===== src/rtl/systolic_pkg.sv =====
// Shared definitions for the systolic array result path.
package systolic_pkg;

  localparam int unsigned DATA_W = 16;
  localparam int unsigned N      = 4;
  // One packed row of partial sums, column c at [c*DATA_W +: DATA_W].
  localparam int unsigned ROW_W  = N * DATA_W;

  typedef enum logic [1:0] {
    StIdle  = 2'd0,
    StDrain = 2'd1,
    StSend  = 2'd2
  } drain_state_t;

endpackage


===== src/rtl/systolic_result_drain.sv =====
// Drains the systolic array's bottom edge into a row buffer, then streams the
// rows out in row order (row 0 first) on a valid/ready interface.
module systolic_result_drain
  import systolic_pkg::*;
#(
  parameter int unsigned DATA_W = systolic_pkg::DATA_W,
  parameter int unsigned N      = systolic_pkg::N,
  localparam int unsigned RowW  = N * DATA_W,
  localparam int unsigned CntW  = $clog2(N)
) (
  input  logic            Clock,
  input  logic            rst,
  input  logic            start,
  input  logic [RowW-1:0] ps_bottom_in,
  output logic            en_shift_bottom,
  output logic            busy,
  output logic            out_valid,
  input  logic            out_ready,
  output logic [RowW-1:0] out_data,
  output logic [CntW-1:0] out_row,
  output logic            out_last,
  output logic            done
);

  localparam logic [CntW-1:0] LastIdx = CntW'(N - 1);

  drain_state_t    r_state;
  logic [CntW-1:0] r_dcnt;
  logic [CntW-1:0] r_scnt;
  logic            r_done;
  logic [RowW-1:0] r_buf [N];

  // Controller: state, drain/send counters, row buffer and done pulse.
  always_ff @(posedge Clock or posedge rst) begin
    if (rst) begin
      r_state <= StIdle;
      r_dcnt  <= '0;
      r_scnt  <= '0;
      r_done  <= 1'b0;
      r_buf   <= '{default: '0};
    end else begin
      r_done <= 1'b0;
      unique case (r_state)
        StIdle: begin
          if (start) begin
            r_state <= StDrain;
            r_dcnt  <= '0;
          end
        end
        StDrain: begin
          // The bottom edge shows the pre-shift value, so the deepest row
          // arrives first and fills the buffer from the top index down.
          r_buf[LastIdx - r_dcnt] <= ps_bottom_in;
          if (r_dcnt == LastIdx) begin
            r_state <= StSend;
            r_scnt  <= '0;
          end else begin
            r_dcnt <= r_dcnt + 1'b1;
          end
        end
        StSend: begin
          if (out_ready) begin
            if (r_scnt == LastIdx) begin
              r_state <= StIdle;
              r_scnt  <= '0;
              r_done  <= 1'b1;
            end else begin
              r_scnt <= r_scnt + 1'b1;
            end
          end
        end
        default: r_state <= StIdle;
      endcase
    end
  end

  // Outputs are decoded from registers only; nothing depends on start.
  always_comb begin
    en_shift_bottom = (r_state == StDrain);
    busy            = (r_state != StIdle);
    out_valid       = (r_state == StSend);
    out_data        = r_buf[r_scnt];
    out_row         = r_scnt;
    out_last        = (r_state == StSend) && (r_scnt == LastIdx);
    done            = r_done;
  end

endmodule


===== config.mk =====
export PLATFORM = sky130hd
export DESIGN_NAME = systolic_result_drain
export DESIGN_NICKNAME = d
export VERILOG_FILES = /design/src/rtl/systolic_pkg.sv /design/src/rtl/systolic_result_drain.sv
export SDC_FILE = /design/constraint.sdc
export NUM_CORES = 1
export LEC_CHECK = 0
export CORE_MARGIN = 1.5
export CORE_UTILIZATION = 48
export CTS_CLUSTER_DIAMETER = 100
export CTS_CLUSTER_SIZE = 24
export DETAILED_ROUTE_END_ITERATION = 6
export PLACE_DENSITY_LB_ADDON = 0.08
export SLEW_MARGIN = 20
export SYNTH_ARGS = -nofsm -noshare
export SYNTH_HDL_FRONTEND = slang
export SYNTH_SLANG_ARGS = --single-unit

===== constraint.sdc =====
create_clock -name Clock -period 9.4 [get_ports Clock]
set_clock_uncertainty 0.05 [all_clocks]
set_input_delay 2.35 -clock Clock [delete_from_list [all_inputs] [get_ports Clock]]
set_output_delay 2.35 -clock Clock [all_outputs]
set_load 0.02 [all_outputs]

==> results of run 1 <==
[power by group]
group          switching (mW)  internal (mW)
Clock                   0.343          0.289
Combinational            1.04           1.40
Sequential              0.328           1.72
Total                    1.71           3.41
[how the worst min path moves through the flow]
stage | start | to | cells past startpoint
after detailed placement | r_buf[110] | r_buf[110] | 1
after global routing | r_buf[52] | r_buf[52] | 1
after floorplan | r_buf[109] | r_buf[109] | 1
final | r_buf[110] | r_buf[110] | 1
after CTS | r_buf[110] | r_buf[110] | 1
after global placement | r_buf[139] | r_buf[139] | 1
[critical path: stages (launching register included)]
cell             delay, ns
dfrtp_4               0.70
buf_4                 0.83
mux4_2                0.64
clkdlybuf4s50_1       0.56
[cell usage after synthesis]
cell	count	share of area [%]
dfrtp_1	263	57
mux2_2	192	19
mux2_1	64	6.3
mux4_2	64	13
buf_4	22	1.4
buf_2	16	0.70
nand2_1	7	0.23
ha_1	6	0.66
inv_1	4	0.13
nand2_4	3	0.30
a21oi_1	2	0.087
buf_1	2	0.066
clkbuf_1	2	0.066
nand2b_1	2	0.11
nand3_1	2	0.087
nor2b_1	2	0.11
o211ai_1	2	0.13
a211oi_1	1	0.066
and3b_1	1	0.077
nand3b_1	1	0.066
nor3_1	1	0.044
nor3b_1	1	0.066
o21ai_0	1	0.044
o21bai_1	1	0.066
o311ai_0	1	0.077
o41ai_1	1	0.077
or2_2	1	0.055
[routing by layer]
layer	global-route usage, %	vias up	routed length [um]
li1	-	2712	-
met1	25.0	3292	9830
met2	34.4	106	12100
met3	3.30	21	976
met4	4.27	0	352
met5	0	-	0
[stage by stage]
step,instances,total power [mW],worst slack [ns],hold slack [ns]
finish,1105,5.12,3.75,0.443
global route,1104,5.42,3.53,0.458
CTS,1103,5.19,3.64,0.447
detailed placement,1086,4.55,4.17,0.425
global placement,1086,4.44,4.20,0.418
floorplan,665,3.69,3.53,0.409
[kinds of logic after synthesis]
logic type	synth area share, %
AOI/OAI and AO/OA	0.546
adders and majority gates	0.656
buffers and inverters	2.40
DFF	57.5
muxes	37.8
and+or+nand+nor	1.14
[cell type report]
type | instances | area [um2]
fillers | 1885 | 9950
flip-flops and latches | 263 | 6590
multi-input cells | 356 | 4590
repair buffers | 145 | 1470
well taps | 319 | 399
clock buffers | 17 | 383
inverters | 4 | 18.8
diodes | 1 | 2.50
[registers in the layout, summed over array words and instances, names as in the netlist]
| signal | count |
|---|---|
| out_row | 2 |
| done | 1 |
| r_dcnt | 2 |
| r_buf | 256 |
| r_state | 2 |
==> flow_metrics.tcl, run 1 <==
set metrics [dict create \
    arrival_ns 3.25 \
    die_area_um2 24800 \
    syn_area_per_cell_um2 17.2 \
    wl_um 23300 \
    rows 56 \
    ant_nets 0 \
    place_area_um2 13000 \
    cts_buffers 14 \
    grt_max_degree 215 \
    yosysSeqAreaShare_pct 57.5 \
    htree_levels 1 \
    syn_to_final_growth_pct 17.5 \
    clkSlewWorstSetupHoldPaths_ns 0.09 \
    grt_first_pass_wirelength_um 37000 \
    initial_core_util_pct 48.9 \
    cts.path.max_buffers 3 \
    final_net_count 858 \
    ys_warn_count 0 \
    critPathRequiredTime_ns 7.00 \
    die_h_um 157 \
    critPathMaxFanout 48 \
    drt_first_pass_iters 4 \
    worstMarginPinSlew_ns 1.10 \
    post-route-drc-count 0 \
    ys_ff_latch 263 \
    power_density_nw_per_um2 380 \
    core_region_area_um2 23400 \
    ir_drop_uv 190 \
    gp_congestion 0.715 \
    reg2reg_from "r_state[0]" \
    ioPinCount 139 \
    drtIter0Drc 260 \
    slew_viol_final 0 \
    antenna_found_initial 1 \
    post-route-period-util_pct 60.1 \
    worst-r2r-cell-count 3 \
    layout-drive-gt1-share_pct 36.3 \
    cts_sinks 263 \
    r2r-end "r_buf[47]" \
    portBuffers 138 \
    cap_violations 0 \
    synth_cells 665 \
    hold_viol_final 0 \
    cts_resized 0 \
    overflow 0 \
    rsz0062_at_grt "false" \
    cts_tree "built" \
    final_common_cell "dfrtp_1" \
    design_area_um2 13500 \
    end_kind "primary output" \
    crit_path_start_kind "register" \
    syn_area_um2 11400 \
    viasPerCell 5.55 \
    cts_setup_buffers 0 \
    status "complete, no violations" \
    crit_path_end "out_data[62]" \
    dp_hpwl_um 13800 \
    crit_type "reg2out" \
    slew_headroom_pct 26.5 \
    finalSetupTns_ns 0 \
    utilization_pct 57.5 \
    clk_latency_ns 0.48 \
    ys_types 27 \
    crit_start "out_row[0]" \
    syn_nets 739 \
    p_leak_nw 5.39 \
    vias 6131 \
    wl_per_cell_um 21.1 \
    final_cell_mix "dfrtp_1 (261), mux2_2 (192), clkdlybuf4s50_1 (138), mux2_1 (64), mux4_2 (64)" \
    grt_usage_pct 19.4 \
    die_w_um 157 \
    cts_root_buffer "clkbuf_16" \
    grt_pass1_vias 6862 \
    period_minus_slack_ns 5.65 \
    cts-hold-fix-buffers 0 \
    r2r_setup_slack_ns 6.74 \
    timing.fmax_mhz 177 \
    setup_viol 0 \
    hold_class "reg2reg" \
]
(Power assumes the default switching activity.)
==> run 2: changes to the inputs <==
Clock period 9.4 ns to 5.2 ns, I/O delays scaled along.
==> run 2 against run 1 <==
- hold slack improved by 0.0045 ns
- die area did not move
- global-route usage rose by 0.32 points
- critical path depth did not move
- largest cell class unchanged
==> flow_metrics.tcl, run 2 (synthesis gave the netlist of run 1 again) <==
set metrics [dict create \
    cap_violations 0 \
    layout-drive-gt1-share_pct 36.5 \
    finalSetupTns_ns 0 \
    post-route-period-util_pct 81.2 \
    critPathRequiredTime_ns 3.85 \
    finalPower_mw 9.30 \
    grt_max_degree 103 \
    cts_resized 0 \
    grt_first_pass_wirelength_um 37700 \
    grt_usage_pct 19.7 \
    antenna_found_initial 1 \
    whs_path_depth 1 \
    crit_cells 3 \
    slowest_stage "dfrtp_4" \
    syn_to_final_growth_pct 17.8 \
    worst_path_dominant_cell_family "buffers and inverters" \
    worstPathCellList "buf_4 -> mux4_2 -> clkdlybuf4s50_1" \
    cts_root_buffer "clkbuf_16" \
    rsz0062_at_grt "false" \
    drtIter0Drc 220 \
    ant_nets 0 \
    ir_drop_uv 400 \
    slew_headroom_pct 26.9 \
    cts.path.max_buffers 3 \
    crit_path_start_kind "register" \
    power_density_nw_per_um2 690 \
    cts-hold-fix-buffers 0 \
    setup_viol 0 \
    period_minus_slack_ns 4.22 \
    final_cell_mix "dfrtp_1 (261), mux2_2 (192), clkdlybuf4s50_1 (138), mux2_1 (64), mux4_2 (64)" \
    wl_um 23800 \
    ioPinCount 139 \
    drt_first_pass_iters 5 \
    slew_viol_final 0 \
    status "complete, no violations" \
    final_net_count 861 \
    clkSlewWorstSetupHoldPaths_ns 0.09 \
    dp_hpwl_um 14500 \
    rows 56 \
    final_common_cell "dfrtp_1" \
    vias 6222 \
    cp_num_buf_inv 2 \
    post-route-drc-count 0 \
    clk_latency_ns 0.48 \
    viasPerCell 5.62 \
    cts_tree "built" \
    critPathMaxStageDelay_ns 0.89 \
    cts_sinks 263 \
    gp_congestion 0.711 \
    wl_per_cell_um 21.5 \
    worstMarginPinSlew_ns 1.10 \
    timing.fmax_mhz 237 \
    end_kind "primary output" \
    largest_register_ffs 256 \
    grt_pass1_vias 7088 \
    die_h_um 157 \
    htree_levels 1 \
    die_area_um2 24800 \
    worst-r2r-cell-count 3 \
    nFillCells 1876 \
    hold_viol_final 0 \
    p_leak_nw 5.40 \
    cts_setup_buffers 0 \
    arrival_ns 2.87 \
    critPathMaxFanout 34 \
    crit_type "reg2out" \
    cts_buffers 14 \
    core_region_area_um2 23400 \
    initial_core_util_pct 48.9 \
    hold_class "reg2reg" \
    overflow 0 \
    die_w_um 157 \
    portBuffers 138 \
    largest-register "r_buf" \
]
-- run 2: cell count changes in the layout (fill, tap and decap cells not counted), sizes merged --
cell and delta:
buf +3
-- run 2: power by group --
| part | total, mW | switching [mW] | leakage [nW] | internal (mW) |
|---|---|---|---|---|
| logic | 4.42 | 1.88 | 2.14 | 2.54 |
| clock network | 1.15 | 0.623 | 0.187 | 0.523 |
| registers | 3.73 | 0.626 | 3.07 | 3.11 |
-- run 2: per-stage QoR --
step	cell area, um2	setup WS [ns]	hold WS, ns	utilization [%]	cells
2_1_floorplan	11500	0.380	0.409	-	665
3_3_place_gp	13100	1.43	0.418	55.9	1090
3_5_place_dp	13100	1.44	0.430	55.9	1090
4_1_cts	13500	0.898	0.451	57.6	1107
5_1_grt	13500	0.827	0.463	57.6	1108
6_report	13500	0.976	0.448	57.6	1108
-- run 2: worst paths after layout --
check / startpoint / endpoint / slack, ns
min in group asynchronous: rst / r_buf[230] / 1.25
max reg2reg: r_state[0] / r_buf[147] / 2.34
max in group asynchronous: rst / out_row[1] / 2.87
min reg2reg: r_buf[50] / r_buf[50] / 0.45
max: out_row[0] / out_data[19] / 0.98
min: r_buf[50] / r_buf[50] / 0.45
-- run 2: area by class of cell --
type / instances / area (um2) / share of cell area (%)
Antenna cell: 1 / 2.50 / 0.0186
Timing Repair Buffer: 148 / 1490 / 11.1
Tap cell: 319 / 399 / 2.96
Multi-Input combinational cell: 356 / 4600 / 34.1
Sequential cell: 263 / 6590 / 48.9
Inverter: 4 / 18.8 / 0.139
Clock buffer: 17 / 383 / 2.84
-- run 2: layer usage --
layer  track usage [%]  wire length [um]
met1              24.6              9980
met2              35.0             12100
met3              3.85              1090
met4              5.57               613
met5                 0                 0
